`config.mk`:
```
export PLATFORM = sky130hd
export DESIGN_NAME = mul_unit
export DESIGN_NICKNAME = d
export VERILOG_FILES = /design/src/rtl/mul_pkg.sv /design/src/rtl/mul_unit_mult.sv /design/src/rtl/mul_unit.sv
export SDC_FILE = /design/constraint.sdc
export NUM_CORES = 2
export LEC_CHECK = 0
export ABC_AREA = 0
export ABC_CLOCK_PERIOD_IN_PS = 8600
export BUFFER_PORTS_ARGS = -buffer_cell sky130_fd_sc_hd__clkbuf_2
export CAP_MARGIN = 25
export CORE_MARGIN = 1.5
export CORE_UTILIZATION = 60
export CTS_CLUSTER_SIZE = 10
export DETAILED_ROUTE_END_ITERATION = 12
export HOLD_SLACK_MARGIN = 0.1
export PLACE_DENSITY = 0.8
export SLEW_MARGIN = 5
export SYNTH_ARGS = -nofsm -noshare
export SYNTH_HDL_FRONTEND = slang
export SYNTH_SLANG_ARGS = --single-unit
```
`constraint.sdc`:
```
create_clock -name clk_i -period 8.6 [get_ports clk_i]
set_input_delay 1.29 -clock clk_i [delete_from_list [all_inputs] [get_ports clk_i]]
set_output_delay 1.29 -clock clk_i [all_outputs]
set_load 0.05 [all_outputs]
```
`src/rtl/mul_pkg.sv`:
```
// Shared types for the pipelined multiplier: op encoding
// and the op -> operand signedness decode.
package mul_pkg;

  typedef enum logic [1:0] {
    MUL    = 2'd0,
    MULH   = 2'd1,
    MULHSU = 2'd2,
    MULHU  = 2'd3
  } mul_op_e;

  // Returns {a_signed, b_signed}.
  function automatic logic [1:0] mul_decode(input mul_op_e op);
    logic [1:0] r;
    r = 2'b00;
    case (op)
      MUL:     r = 2'b00;
      MULH:    r = 2'b11;
      MULHSU:  r = 2'b10;
      MULHU:   r = 2'b00;
      default: r = 2'b00;
    endcase
    return r;
  endfunction

endpackage

```
`src/rtl/mul_unit_mult.sv`:
```
// Combinational p_width x p_width multiplier with per-operand
// signedness. Ports: a_i, b_i, a_signed_i, b_signed_i -> product_o.
module mul_unit_mult #(
  parameter int p_width = 32
) (
  input  logic [p_width-1:0]   a_i,
  input  logic [p_width-1:0]   b_i,
  input  logic                 a_signed_i,
  input  logic                 b_signed_i,
  output logic [2*p_width-1:0] product_o
);

  logic             w_a_ext;
  logic             w_b_ext;
  logic [2*p_width-1:0] w_a;
  logic [2*p_width-1:0] w_b;

  // Extending both operands to the full product width makes a
  // plain modulo-2^(2w) multiply give the correct mixed-sign result.
  assign w_a_ext   = a_signed_i & a_i[p_width-1];
  assign w_b_ext   = b_signed_i & b_i[p_width-1];
  assign w_a       = {{p_width{w_a_ext}}, a_i};
  assign w_b       = {{p_width{w_b_ext}}, b_i};
  assign product_o = w_a * w_b;

endmodule

```
`src/rtl/mul_unit.sv`:
```
// Two-stage valid/ready multiplier (MUL/MULH/MULHSU/MULHU).
// Ports: clk_i, rst_ni, valid_i/ready_o/a_i/b_i/op_i in, valid_o/ready_i/result_o out.
module mul_unit
  import mul_pkg::*;
#(
  parameter int p_width = 32
) (
  input  logic               clk_i,
  input  logic               rst_ni,
  input  logic               valid_i,
  output logic               ready_o,
  input  logic [p_width-1:0] a_i,
  input  logic [p_width-1:0] b_i,
  input  logic [1:0]         op_i,
  output logic               valid_o,
  input  logic               ready_i,
  output logic [p_width-1:0] result_o
);

  logic               r_s1_valid;
  logic [p_width-1:0] r_s1_a;
  logic [p_width-1:0] r_s1_b;
  logic               r_s1_as;
  logic               r_s1_bs;
  mul_op_e            r_s1_op;

  logic               r_s2_valid;
  logic [p_width-1:0] r_s2_result;

  mul_op_e              w_op;
  logic [1:0]           w_sign;
  logic                 w_s2_load;
  logic [2*p_width-1:0] w_product;
  logic [p_width-1:0]   w_sel;

  assign w_op   = mul_op_e'(op_i);
  assign w_sign = mul_decode(w_op);

  // S2 frees up either by being empty or by handing its result out;
  // S1 may then take a new op in the same edge it advances.
  assign w_s2_load = !r_s2_valid || ready_i;
  assign ready_o   = !r_s1_valid || w_s2_load;

  mul_unit_mult #(
    .p_width(p_width)
  ) u_mult (
    .a_i       (r_s1_a),
    .b_i       (r_s1_b),
    .a_signed_i(r_s1_as),
    .b_signed_i(r_s1_bs),
    .product_o (w_product)
  );

  assign w_sel = (r_s1_op == MUL) ? w_product[p_width-1:0]
                                  : w_product[2*p_width-1:p_width];

  always_ff @(posedge clk_i) begin
    if (!rst_ni) begin
      r_s1_valid <= 1'b0;
      r_s1_a     <= '0;
      r_s1_b     <= '0;
      r_s1_as    <= 1'b0;
      r_s1_bs    <= 1'b0;
      r_s1_op    <= MUL;
    end else if (ready_o) begin
      r_s1_valid <= valid_i;
      if (valid_i) begin
        r_s1_a  <= a_i;
        r_s1_b  <= b_i;
        r_s1_as <= w_sign[1];
        r_s1_bs <= w_sign[0];
        r_s1_op <= w_op;
      end
    end
  end

  // The result register is forced to zero when empty so the
  // output bus is quiet whenever valid_o is low.
  always_ff @(posedge clk_i) begin
    if (!rst_ni) begin
      r_s2_valid  <= 1'b0;
      r_s2_result <= '0;
    end else if (w_s2_load) begin
      r_s2_valid  <= r_s1_valid;
      r_s2_result <= r_s1_valid ? w_sel : '0;
    end
  end

  assign valid_o  = r_s2_valid;
  assign result_o = r_s2_result;

endmodule

```
==> impl_metrics.yaml <==
power_and_ir_drop:
  power.share.clock_pct: 12.0
  p_switching_uw: 2060
  power_uw: 3740
  power_per_cell_area_nw_per_um2: 85.1
  vdd_ir_drop_max_mv: 0.127
  seq_power_share_pct: 15.5
  internal_power_uw: 1680
  power.leakage_uw: 0.0222
  switching_share_pct: 55.1
  combPwrFrac_pct: 72.5
sta:
  slew_viol_final: 0
  fin_setup_tns_ns: 0
  period_share_pct: 97.8
  max_slew_margin_pct: 34.6
  finClkSkew_ns: 0.0155
  min_period_ns: 8.41
  rsz0062_at_grt: "false"
  worstMarginPinSlew_ns: 0.981
  final_hold_viol_count: 0
  fmax_mhz: 119
  setup_viol: 0
detailed_routing:
  vias: 31655
  dr.pass1.iters: 6
  routed_via_density: 5.69
  drt-wirelength-per-cell_um: 21.2
  final_antenna_net_count: 0
  route.detailed.drc: 0
  drt_wl_total_um: 118000
  drt_iter0_markers: 2495
worst_hold_path:
  hp-class: "register to register"
  holdPathStages: 2
global_routing:
  grt_start_max_net_pins: 86
  antenna_found_initial: 4
  gr-usage-all-layers_pct: 35.2
  grt_pass1_wl_um: 189000
  grt_overflow: 0
  grt_pass1_vias: 34412
setup_path:
  rr_worst_depth: 25
  cp_slowest_cell: "dfxtp_1"
  cp_data_required_time_ns: 8.87
  crit_path_start_kind: "register"
  critical_path_class: "register to register"
  slowest_delay_ns: 0.74
  critPathMostFrequentCell: "fa_1"
  cp.arrival_ns: 8.68
  crit_path_end_kind: "register"
  path_max_fanout: 12
clock_network:
  cts_made_buffers: 9
  post_cts_buffers: 0
  htreeDepth: 3
  worstSkewPairLatency_ns: 0.39
  cts_buffer_depth: 2
  cts_tree: "done"
  clock_sinks: 102
  root_buffer: "clkbuf_16"
  cts.reportedPaths.clkPinSlew_ns: 0.09
finish:
  final_cell_mix: "inv_1 (1131), fa_1 (1125), nand2_1 (881)"
  fin_area_um2: 44000
  syn2layout_area_growth_pct: 5.43
  fillers: 5540
  drive_gt1_share_pct: 6.24
  nets: 6032
  layout_commonest_cell: "inv_1"
synthesis:
  netlist_instances: 4631
  synth_area_leader_cell: "fa_1"
  yosysSeqAreaShare_pct: 4.89
  synth_edf_count: 0
  async_flop_share_pct: 0
  yosysTopAreaCellShare_pct: 54.0
  syn-cell-area_um2: 41700
  ys_ff_latch: 102
  synth_ff_type: "dfxtp_1"
  yosys_warnings: 0
  syn-num-nets: 6039
  avgSynthCellArea_um2: 9.01
  synth_cell_types: 64
  synth_area_leaders: "fa_1 (54%), inv_1 (10%), nand2_1 (7.9%)"
die:
  rows: 96
  ioPinCount: 104
  die_y_um: 267
  start_util_pct: 60.7
  fp.dieArea_um2: 71100
  core_um2: 68700
  die_w_um: 267
place:
  globalplace.congestion: 1.00
  dp.final_hpwl_um: 99700
  io_buffers: 103
  dpl_cell_area_um2: 43600
outcome:
  status: "finished clean"
run:
  maxCapViolCount: 0
-- final timing paths --
| check | from | end | slack (ns) |
|---|---|---|---|
| min | result_o[30]$_SDFFE_PN0P_ | result_o[30]$_SDFFE_PN0P_ | 0.46 |
| max reg2reg | r_s1_b[3]$_SDFFE_PN0P_ | result_o[20]$_SDFFE_PN0P_ | 0.19 |
| max | r_s1_b[3]$_SDFFE_PN0P_ | result_o[20]$_SDFFE_PN0P_ | 0.19 |
| min reg2reg | result_o[30]$_SDFFE_PN0P_ | result_o[30]$_SDFFE_PN0P_ | 0.46 |
-- metrics by stage --
stage / util (%) / setup WS, ns / hold slack [ns] / std cells
3_5_place_dp: 63.5 / 0.266 / 0.450 / 5540
5_1_grt: 64.0 / 0.0148 / 0.475 / 5563
4_1_cts: 63.9 / 0.245 / 0.463 / 5555
2_1_floorplan: - / 0.533 / 0.444 / 4631
3_3_place_gp: 63.4 / 0.264 / 0.434 / 5537
6_report: 64.0 / 0.192 / 0.462 / 5563
-- flip-flops by register name, summed over array words and instances, names as in the netlist --
name	flops
r_s1_op	2
r_s1_as	1
r_s1_valid	1
r_s1_bs	1
r_s1_b	32
r_s1_a	32
result_o	32
valid_o	1
-- cells by family (layout without fill, tap and decap cells) --
family                   after synthesis  in the layout  synth area share (%)
AO/OA/AOI/OAI                        326            326                  5.32
XOR/XNOR                              74             74                  1.55
adder cells (fa/ha/maj)             1338           1338                  60.4
buffers and inverters               1394           1391                  12.6
flip-flops                           102            102                  4.89
multiplexers                           2              2                0.0510
other                                  0              4                     0
AND/OR/NAND/NOR                     1395           1395                  15.3
-- cell usage after synthesis (2+ instances only) --
cell type and n:
a21o_1 52, dfxtp_1 102, a222oi_1 6, o21ai_2 2, o21ai_1 2, a22oi_1 13
a41o_1 2, nand3_1 13, nand4_1 14, nor3_1 7, clkbuf_1 254, a22o_1 4
xnor2_1 46, ha_1 213, o21a_1 4, o211ai_1 2, or3_1 2, nor4_1 5
a21oi_1 65, or4_1 2, o31a_1 5, a221oi_1 3, nor2b_1 11, o21bai_1 7
buf_1 4, or2_2 10, o21ai_0 56, nand2b_1 5, o311a_1 2, a31oi_1 12
a21boi_0 68, fa_1 1125, a32oi_1 5, buf_2 4, nor2_1 58, and3_1 20
o31ai_2 2, inv_1 1131, xor2_1 28, and4_1 2, and2_1 359, nand2_1 882
-- metal layers --
| layer | global-route usage [%] | vias up | routed length [um] |
|---|---|---|---|
| met5 | 0 | - | 0 |
| met4 | 22.5 | 0 | 9340 |
| met3 | 7.37 | 480 | 11900 |
| met2 | 56.9 | 1791 | 56400 |
| met1 | 43.2 | 16111 | 40500 |
| li1 | - | 13273 | - |
-- critical path: cells and delay by family (launching register included) --
kind / cells / cell delay (ns)
and+or+nand+nor: 5 / 0.85
buffers and inverters: 5 / 0.64
DFF: 1 / 0.74
adders and majority gates: 9 / 4.40
AOI/OAI and AO/OA: 6 / 1.68
-- power groups by stage --
stage | clock network (uW) | logic [uW] | registers [uW]
after floorplan | 0 | 1660 | 582
after global placement | 0 | 2580 | 594
after detailed placement | 0 | 2630 | 590
after CTS | 444 | 2660 | 580
after global routing | 461 | 2930 | 582
final | 451 | 2710 | 580
-- what timing repair did --
| item | CTS | global route |
|---|---|---|
| hold buffers | 0 | 0 |
| endpoints found under the setup margin | 0 | 5 |
| gates resized for setup | 0 | 7 |
-- area by class of cell --
| type | count | area, um2 | share of cell area (%) |
|---|---|---|---|
| antenna | 4 | 10.0 | 0.0228 |
| clock buffer | 9 | 225 | 0.512 |
| clock inverter | 6 | 52.6 | 0.119 |
| inverter | 1131 | 4250 | 9.65 |
| multi-input combinational | 3135 | 34400 | 78.3 |
| sequential | 102 | 2050 | 4.66 |
| tap | 931 | 1160 | 2.65 |
| timing repair buffer | 245 | 1800 | 4.08 |
Note: power is estimated with default switching activity, not from simulation.
